**src/rtl/resp_sig_collector.sv**
```systemverilog
// resp_sig_collector
//   Compacts a stream of wide DUT response words into a 32-bit MISR
//   signature. It then compares that signature against a golden value.
//   A run begins on start. It ends when cycles_target responses have been
//   absorbed, or when the idle watchdog sees TIMEOUT consecutive RUN cycles
//   with no response.
//
// Ports
//   clk            clock; all state changes on the rising edge
//   rst_n          synchronous active-low reset
//   start          one-cycle request for a new run (accepted in IDLE/DONE)
//   cycles_target  number of responses to absorb (latched on start)
//   expected_sig   golden signature (latched on start)
//   resp_valid     resp_flat carries a response this cycle
//   resp_flat      response word, RESP_W bits
//   busy           high while a run is in progress
//   done           high once a run has finished, until the next start
//   match          in DONE: signature equals golden and no timeout
//   timeout        in DONE: run was aborted by the idle watchdog
//   sig            current signature
//   resp_cnt       responses absorbed in the current or last run
module resp_sig_collector #(
  parameter int RESP_W  = 330,
  parameter int SIG_W   = 32,
  parameter int TIMEOUT = 1024
) (
  input  logic              clk,
  input  logic              rst_n,
  input  logic              start,
  input  logic [15:0]       cycles_target,
  input  logic [SIG_W-1:0]  expected_sig,
  input  logic              resp_valid,
  input  logic [RESP_W-1:0] resp_flat,
  output logic              busy,
  output logic              done,
  output logic              match,
  output logic              timeout,
  output logic [SIG_W-1:0]  sig,
  output logic [15:0]       resp_cnt
);

  localparam int NCHUNK = (RESP_W + 31) / 32;
  localparam int PAD_W  = NCHUNK * 32;
  localparam int IDLE_W = $clog2(TIMEOUT + 1);

  localparam logic [1:0] ST_IDLE = 2'd0;
  localparam logic [1:0] ST_RUN  = 2'd1;
  localparam logic [1:0] ST_DONE = 2'd2;

  localparam logic [31:0] POLY     = 32'h04C1_1DB7;
  localparam logic [31:0] SIG_SEED = 32'hFFFF_FFFF;

  // The MISR polynomial and fold are defined only for a 32-bit signature.
  generate
    if (SIG_W != 32) begin : g_bad_sig_w
      $error("resp_sig_collector: SIG_W must be 32");
    end
    if (TIMEOUT < 1) begin : g_bad_timeout
      $error("resp_sig_collector: TIMEOUT must be at least 1");
    end
  endgenerate

  // Fold the response word into one 32-bit word.
  // First zero-extend it to a whole number of 32-bit chunks.
  // Then XOR all the chunks together.
  logic [PAD_W-1:0] resp_pad;
  logic [31:0]      chunk [NCHUNK];
  logic [31:0]      fold;

  always_comb begin
    resp_pad              = '0;
    resp_pad[RESP_W-1:0]  = resp_flat;
  end

  genvar gi;
  generate
    for (gi = 0; gi < NCHUNK; gi++) begin : g_chunk
      assign chunk[gi] = resp_pad[gi*32 +: 32];
    end
  endgenerate

  always_comb begin
    fold = '0;
    for (int i = 0; i < NCHUNK; i++) begin
      fold = fold ^ chunk[i];
    end
  end

  // State
  logic [1:0]        state_reg,   state_next;
  logic [31:0]       sig_reg,     sig_next;
  logic [15:0]       cnt_reg,     cnt_next;
  logic [IDLE_W-1:0] idle_reg,    idle_next;
  logic [15:0]       target_reg,  target_next;
  logic [31:0]       exp_reg,     exp_next;
  logic              match_reg,   match_next;
  logic              timeout_reg, timeout_next;
  logic              busy_reg,    busy_next;
  logic              done_reg,    done_next;

  logic [31:0]       misr_step;
  logic [15:0]       cnt_sat;
  logic [IDLE_W-1:0] idle_inc;

  assign misr_step = {sig_reg[30:0], 1'b0} ^ (sig_reg[31] ? POLY : 32'h0) ^ fold;
  assign cnt_sat   = (cnt_reg == 16'hFFFF) ? cnt_reg : cnt_reg + 16'd1;
  assign idle_inc  = idle_reg + 1'b1;

  always_comb begin
    state_next   = state_reg;
    sig_next     = sig_reg;
    cnt_next     = cnt_reg;
    idle_next    = idle_reg;
    target_next  = target_reg;
    exp_next     = exp_reg;
    match_next   = match_reg;
    timeout_next = timeout_reg;

    case (state_reg)
      ST_IDLE, ST_DONE: begin
        if (start) begin
          state_next   = ST_RUN;
          sig_next     = SIG_SEED;
          cnt_next     = '0;
          idle_next    = '0;
          target_next  = cycles_target;
          exp_next     = expected_sig;
          match_next   = 1'b0;
          timeout_next = 1'b0;
        end
      end
      ST_RUN: begin
        if (target_reg == 16'd0) begin
          // An empty run spends exactly one cycle in RUN and absorbs nothing.
          state_next = ST_DONE;
          match_next = (sig_reg == exp_reg);
        end else if (resp_valid) begin
          sig_next  = misr_step;
          cnt_next  = cnt_sat;
          idle_next = '0;
          if (cnt_sat == target_reg) begin
            state_next = ST_DONE;
            match_next = (misr_step == exp_reg);
          end
        end else begin
          idle_next = idle_inc;
          if (idle_inc == IDLE_W'(TIMEOUT)) begin
            state_next   = ST_DONE;
            timeout_next = 1'b1;
            match_next   = 1'b0;
          end
        end
      end
      default: state_next = ST_IDLE;
    endcase
  end

  // Status flags are registered from the next state.
  // This keeps busy and done aligned with state_reg without a decode on the outputs.
  assign busy_next = (state_next == ST_RUN);
  assign done_next = (state_next == ST_DONE);

  always_ff @(posedge clk) begin
    if (!rst_n) begin
      state_reg   <= ST_IDLE;
      sig_reg     <= SIG_SEED;
      cnt_reg     <= '0;
      idle_reg    <= '0;
      target_reg  <= '0;
      exp_reg     <= '0;
      match_reg   <= 1'b0;
      timeout_reg <= 1'b0;
      busy_reg    <= 1'b0;
      done_reg    <= 1'b0;
    end else begin
      state_reg   <= state_next;
      sig_reg     <= sig_next;
      cnt_reg     <= cnt_next;
      idle_reg    <= idle_next;
      target_reg  <= target_next;
      exp_reg     <= exp_next;
      match_reg   <= match_next;
      timeout_reg <= timeout_next;
      busy_reg    <= busy_next;
      done_reg    <= done_next;
    end
  end

  assign busy     = busy_reg;
  assign done     = done_reg;
  assign match    = match_reg;
  assign timeout  = timeout_reg;
  assign sig      = sig_reg;
  assign resp_cnt = cnt_reg;

endmodule

```
**config.mk**
```make
export PLATFORM = sky130hd
export DESIGN_NAME = resp_sig_collector
export DESIGN_NICKNAME = d
export VERILOG_FILES = /design/src/rtl/resp_sig_collector.sv
export SDC_FILE = /design/constraint.sdc
export NUM_CORES = 1
export LEC_CHECK = 0
export BUFFER_PORTS_ARGS = -buffer_cell sky130_fd_sc_hd__buf_4
export CAP_MARGIN = 20
export CORE_ASPECT_RATIO = 1.75
export CORE_UTILIZATION = 25
export DETAILED_ROUTE_END_ITERATION = 16
export PLACE_DENSITY = 0.57
export SKIP_LAST_GASP = 1
export SLEW_MARGIN = 25
export SYNTH_ARGS = -nofsm -noshare
export SYNTH_HDL_FRONTEND = slang
export SYNTH_SLANG_ARGS = --single-unit
export TNS_END_PERCENT = 5
```
**constraint.sdc**
```tcl
create_clock -name clk -period 3.3 [get_ports clk]
set_input_delay 0.33 -clock clk [delete_from_list [all_inputs] [get_ports clk]]
set_output_delay 0.33 -clock clk [all_outputs]
set_load 0.005 [all_outputs]
```
== Word-level counts from Yosys, hierarchy flattened ==
Cells that the tools add are included.

* Bits in registers: 113
* Input bits: 382
* Output and inout port bits: 52
* Logic and storage cells: 79

* Add/subtract/negate cells: 2
* Equality and inequality tests: 16
* Multiplexer cells: 30
* Bitwise logic cells: 12
* Reduce and logical (&&, ||, !) cells: 9

{| class="wikitable"
|+ Operators with widths
! cell !! number
|-
| 32-bit XOR || 10
|-
| 32-bit 2-to-1 mux || 3
|-
| 32-bit equality test || 2
|-
| 16-bit 2-to-1 mux || 4
|-
| 32-bit case mux with 2 select lines || 1
|-
| 11-bit 2-to-1 mux || 3
|-
| 16-bit case mux with 2 select lines || 1
|-
| 32-bit by 10-bit XOR with 32-bit output || 1
|-
| 32-bit by 27-bit XOR with 32-bit output || 1
|-
| 27-bit 2-to-1 mux || 1
|-
| 11-bit case mux with 2 select lines || 1
|-
| 16-bit by 1-bit adder with 16-bit output, second input constant || 1
|-
| 16-bit equality test || 1
|-
| 16-bit equality test, second input constant || 1
|-
| 16-bit logical NOT || 1
|-
| 11-bit by 1-bit adder with 11-bit output, second input constant || 1
|-
| 11-bit equality test, second input constant || 1
|-
| 2-bit 2-to-1 mux || 5
|-
| 2-bit != test, second input constant || 5
|-
| 1-bit 2-to-1 mux || 8
|-
| 4-bit != test, second input constant || 2
|-
| 4-bit AND reduction || 2
|-
| 5-bit AND reduction || 1
|-
| 2-bit by 1-bit equality test with 1-bit output, second input constant || 2
|-
| other kinds (8) || 10
|}

== Longest topological paths before layout ==
* Depth after elaboration: 16
* Depth in mapped cells: 11
* Depth with buffers taken out: 10

== Worst setup path after synthesis ==
Ideal clock, no wire load.

* Path type: register to register
* Start point: reg cnt_reg[0], in the netlist resp_cnt[0]
* End point: reg match_reg, in the netlist match
* Setup time: 120 ps
* Data arrival time: 2,659 ps
* Required time: 3,180 ps
* Path slack: 521 ps
* Stages on the path, launching flop included: 12
* Buffers on the path: 1
* Clock period less this slack: 2,779 ps
* Path through: dfxtp_1 -> ha_1 -> nand3_1 -> or3_1 -> clkbuf_1 -> o21ai_2 -> xnor2_1 -> nand3_1 -> a2111oi_2 -> a2111oi_2 -> o2111a_1 -> a211o_1

* Longest elaborated chain between the ends: 5
* Elaborated cells on any way between the ends: 6
* Those cells by class: add/sub (1); eq/ne (3); mux (1); reduce/logical (1)

{| class="wikitable"
|+ RTL lines
! element !! line !! source
|-
| from (decl) || 92 || <nowiki>logic [15:0] cnt_reg, cnt_next;</nowiki>
|-
| from (signal assigned) || 178 || <nowiki>cnt_reg <= cnt_next;</nowiki>
|-
| 16-bit by 1-bit adder with 16-bit output or 16-bit equality test (tied branches) || 106 || <nowiki>assign cnt_sat = (cnt_reg == 16'hFFFF) ? cnt_reg : cnt_reg + 16'd1;</nowiki>
|-
| 16-bit 2-to-1 mux (*) || 106 ||
|-
| 16-bit equality test (*) || 141 || <nowiki>if (cnt_sat == target_reg) begin</nowiki>
|-
| 4-bit != test (no line) (*) || n/a ||
|-
| 4-bit AND reduction (no line) (*) || n/a ||
|-
| to (signal assigned) || 182 || <nowiki>match_reg <= match_next;</nowiki>
|-
| to (decl) || 96 || <nowiki>logic match_reg, match_next;</nowiki>
|}

Every way passes the cells marked *; elsewhere a longest branch is shown, timed or not.
A chain may end at the register's enable or synchronous reset.

== Worst setup path in the final report ==
* Start point: reg sig_reg[31], in the netlist sig[31]
* End point: reg match_reg, in the netlist match

* Longest elaborated chain between the ends: 8
* Elaborated cells on any way between the ends: 9
* Those cells by class: eq/ne (2); mux (5); bitwise (2)

{| class="wikitable"
|+ RTL lines
! element !! line !! source
|-
| from (decl) || 91 || <nowiki>logic [31:0] sig_reg, sig_next;</nowiki>
|-
| from (signal assigned) || 177 || <nowiki>sig_reg <= sig_next;</nowiki>
|-
| 27-bit 2-to-1 mux || 105 || <nowiki>assign misr_step = {sig_reg[30:0], 1'b0} ^ (sig_reg[31] ? POLY : 32'h0) ^ fold;</nowiki>
|-
| 32-bit by 27-bit XOR with 32-bit output || 105 ||
|-
| 32-bit XOR || 105 ||
|-
| 32-bit equality test || 143 || <nowiki>match_next = (misr_step == exp_reg);</nowiki>
|-
| 1-bit 2-to-1 mux || 141 ||
|-
| 1-bit 2-to-1 mux || 137 || <nowiki>end else if (resp_valid) begin</nowiki>
|-
| 1-bit 2-to-1 mux (*) || 133 || <nowiki>if (target_reg == 16'd0) begin</nowiki>
|-
| 1-bit case mux with 2 select lines (*) || 119 || <nowiki>case (state_reg)</nowiki>
|}

Every way passes the cells marked *; elsewhere a longest branch is shown, timed or not. The select of a mux whose other input is x is not followed.

==> summary.txt <==
GRT
  – First-pass GRT wire length: 54,600 um
  – Number of global-route vias before repair: 9,262
  – Global Route Usage Sum: 21.1%
  – Total gr overflow: 0
  – Initial antenna violation count: 4
  – Maximum number of pins on one net before global-route repair: 51

Floorplanning
  – Initial Util: 25.3%
  – DIE WIDTH: 143 um
  – Die Y: 249 um
  – Rows: 90
  – Die ar.: 35,500 um^2
  – Core footprint: 34,300 um^2
  – Ports: 434

Final layout
  – Share of cells above drive strength 1: 34.0%
  – Fin util: 38.5%
  – Fin area: 13,200 um^2
  – P&R area growth vs syn: 52.3%
  – Nets: 1,887

Synth
  – Warning count from the yosys run: 0
  – Unique cell type count in the Yosys netlist: 60
  – Net Count, Synth: 1,442
  – Fraction of registers with async set or reset after synthesis: 0%
  – Most used DFF post-synth: dfxtp_1
  – Top post-synthesis cells by area: xnor2_1 35%, dfxtp_1 26%, xor2_1 8.3%
  – Synth Cell Area: 8680 um^2
  – Post-Syn Area per Cell: 8.21 um^2
  – Post-synthesis sequential area ratio: 26.1%
  – Number of synthesized flops with an enable pin: 0
  – Post-Synthesis Cells: 1,058
  – Yosys reg bits: 113
  – Cell taking the most area after synthesis: xnor2_1
  – Yosys top cell area share: 34.8%

Power and ir drop
  – LEAKAGE: 5.30 nW
  – Peak supply drop: 231 uV
  – Power per cell area: 439 nW/um^2
  – Total Power: 5.81 mW

Placed design
  – RePlAce Congestion: 0.909
  – IO buf count: 433
  – Placed inst area: 12,600 um^2
  – Post-Place Setup Slack: 0.262 ns
  – Detail Placement HPWL: 31,100 um

Clocking
  – CTS resizes: 0
  – Inserted Clock Buffers: 17
  – Hold-fix buffers, CTS: 0
  – Sink Count: 113
  – Setup Buffers After CTS: 0
  – Worst skew pair latency: 0.43 ns
  – Htree depth: 4
  – Clk buf depth: 2
  – Reg clk slew, reported paths: 0.06 ns
  – CTS tree: yes
  – Root Buffer: clkbuf_16

STA
  – Final WS setup: 0.279 ns
  – Highest clock rate: 0.331 GHz
  – Fin Setup TNS: 0 ns
  – Slew headroom: 45.1%
  – Clock Skew: 0.00985 ns
  – Final hold violations: 0
  – Measured slew at the worst slew-check pin: 0.821 ns
  – Max Transition Viols Final: 0
  – Period utilisation layout: 91.6%
  – RSZ-0062 raised after global routing: no
  – # setup viols final: 0
  – Clock period minus worst slack: 3.02 ns

Detailed routing
  – ANT nets after route: 0
  – Via density: 4.51
  – # DRC: 0
  – Routed vias: 8,916
  – Routed WL per cell: 18.7 um
  – Drt pass-1 iters: 5
  – Drt total wl: 37,000 um
  – Initial DRC count: 325

Worst setup path
  – Max incr delay on CP: 0.54 ns
  – CP most frequent cell: xnor2_1
  – CP arrival: 3.39 ns
  – Slowest-stage cell, CP: or4_1
  – Cells along the critical path: buf_4, xnor2_1, xnor2_1, xnor2_1, xnor2_1, xor2_1, nand4_1, or4_1, nor4_2, a211o_1
  – WP buf/inv: 1
  – Crit path required time: 3.67 ns
  – Setup crit end kind: register
  – Critical Path Fanout Max: 6
  – Setup CP Type: reg -> reg
  – Setup crit start kind: register
  – Largest delay share family, worst path: XOR/XNOR gates

Run
  – Max-cap violations: 0

Run status
  – Status: complete, no violations

Min path
  – Hold WC Path Type: in -> reg
## layer usage
layer	global-route usage [%]	wire length, um	up-vias
li1	-	-	4414
met3	3.58	1730	51
met1	22.3	13600	4137
met5	0	23	-
met2	40.0	20200	310
met4	9.31	1430	4
## kinds of logic (layout without fill, tap and decap cells)
group                    Yosys count  after routing  share of synthesized area, %
multiplexers                       3              3                         0.360
XOR/XNOR                         430            430                          43.8
AO/OA/AOI/OAI                    175            175                          11.9
flip-flops                       113            113                          26.1
other                              0              1                             0
adder cells (fa/ha/maj)            2              2                         0.288
AND/OR/NAND/NOR                  287            287                          15.4
buffers and inverters             48            506                          2.26
## through the flow
stage / std cells / hold WS [ns]
after floorplan: 1058 / 0.449
after global placement: 1944 / 0.474
after detailed placement: 1944 / 0.483
after CTS: 1976 / 0.137
after global routing: 1977 / 0.139
final: 1977 / 0.150
## Yosys cell counts (8+ instances only)
master	number
a21oi_1	104
a31oi_1	8
and3_1	11
clkbuf_1	34
dfxtp_1	113
nand2_1	132
nand3_1	18
nand4_1	13
nor2_1	61
nor3_1	8
nor4_1	16
o21ai_0	24
xnor2_1	345
xor2_1	82
## cell type report
cell class,instances,area [um^2]
Inverter,4,15.0
Multi-Input combinational cell,897,6240
Sequential cell,113,2260
Fill cell,3538,21100
Antenna cell,1,2.50
Tap cell,460,576
Timing Repair Buffer,470,3540
Clock inverter,10,108
Clock buffer,22,484
## worst paths after layout
check / startpoint / to / slack [ns] / depth (start not counted)
worst max-delay path: sig[31] / match / 0.28 / 10
worst min-delay path: expected_sig[14] / exp_reg[14] / 0.15 / 3
worst max register to register: sig[31] / match / 0.28 / 10
worst min register to register: exp_reg[24] / exp_reg[24] / 0.49 / 2
## report_power, final
part	switching, mW	total, mW	internal (mW)	leakage [nW]
clock	0.678	1.86	1.18	0.288
sequential	0.114	1.56	1.44	0.922
combinational	1.20	2.39	1.19	4.09
## worst min-delay path: stages
cell,delay [ns]
buf_4,0.11
nand2_1,0.05
a21oi_1,0.05
## placed cells by master (no fill, tap or decap), drive strengths merged, types with 3 or more instances in the layout
cell type,Yosys,layout
dfxtp,113,113
o21ai,26,26
o32ai,3,3
nor4,20,20
o22a,4,4
nand2,133,133
nand3,18,18
nor2,61,61
a41oi,3,3
inv,4,4
xnor2,346,346
and2,3,3
clkbuf,34,22
nand4,13,13
buf,10,470
clkinv,0,5
xor2,82,82
a21oi,104,104
a31oi,8,8
clkinvlp,0,3
a2111oi,3,3
and3,11,11
nor3,8,8
or3,4,4
o31ai,5,5
nand2b,7,7
Power figures use the tool's default switching activity.
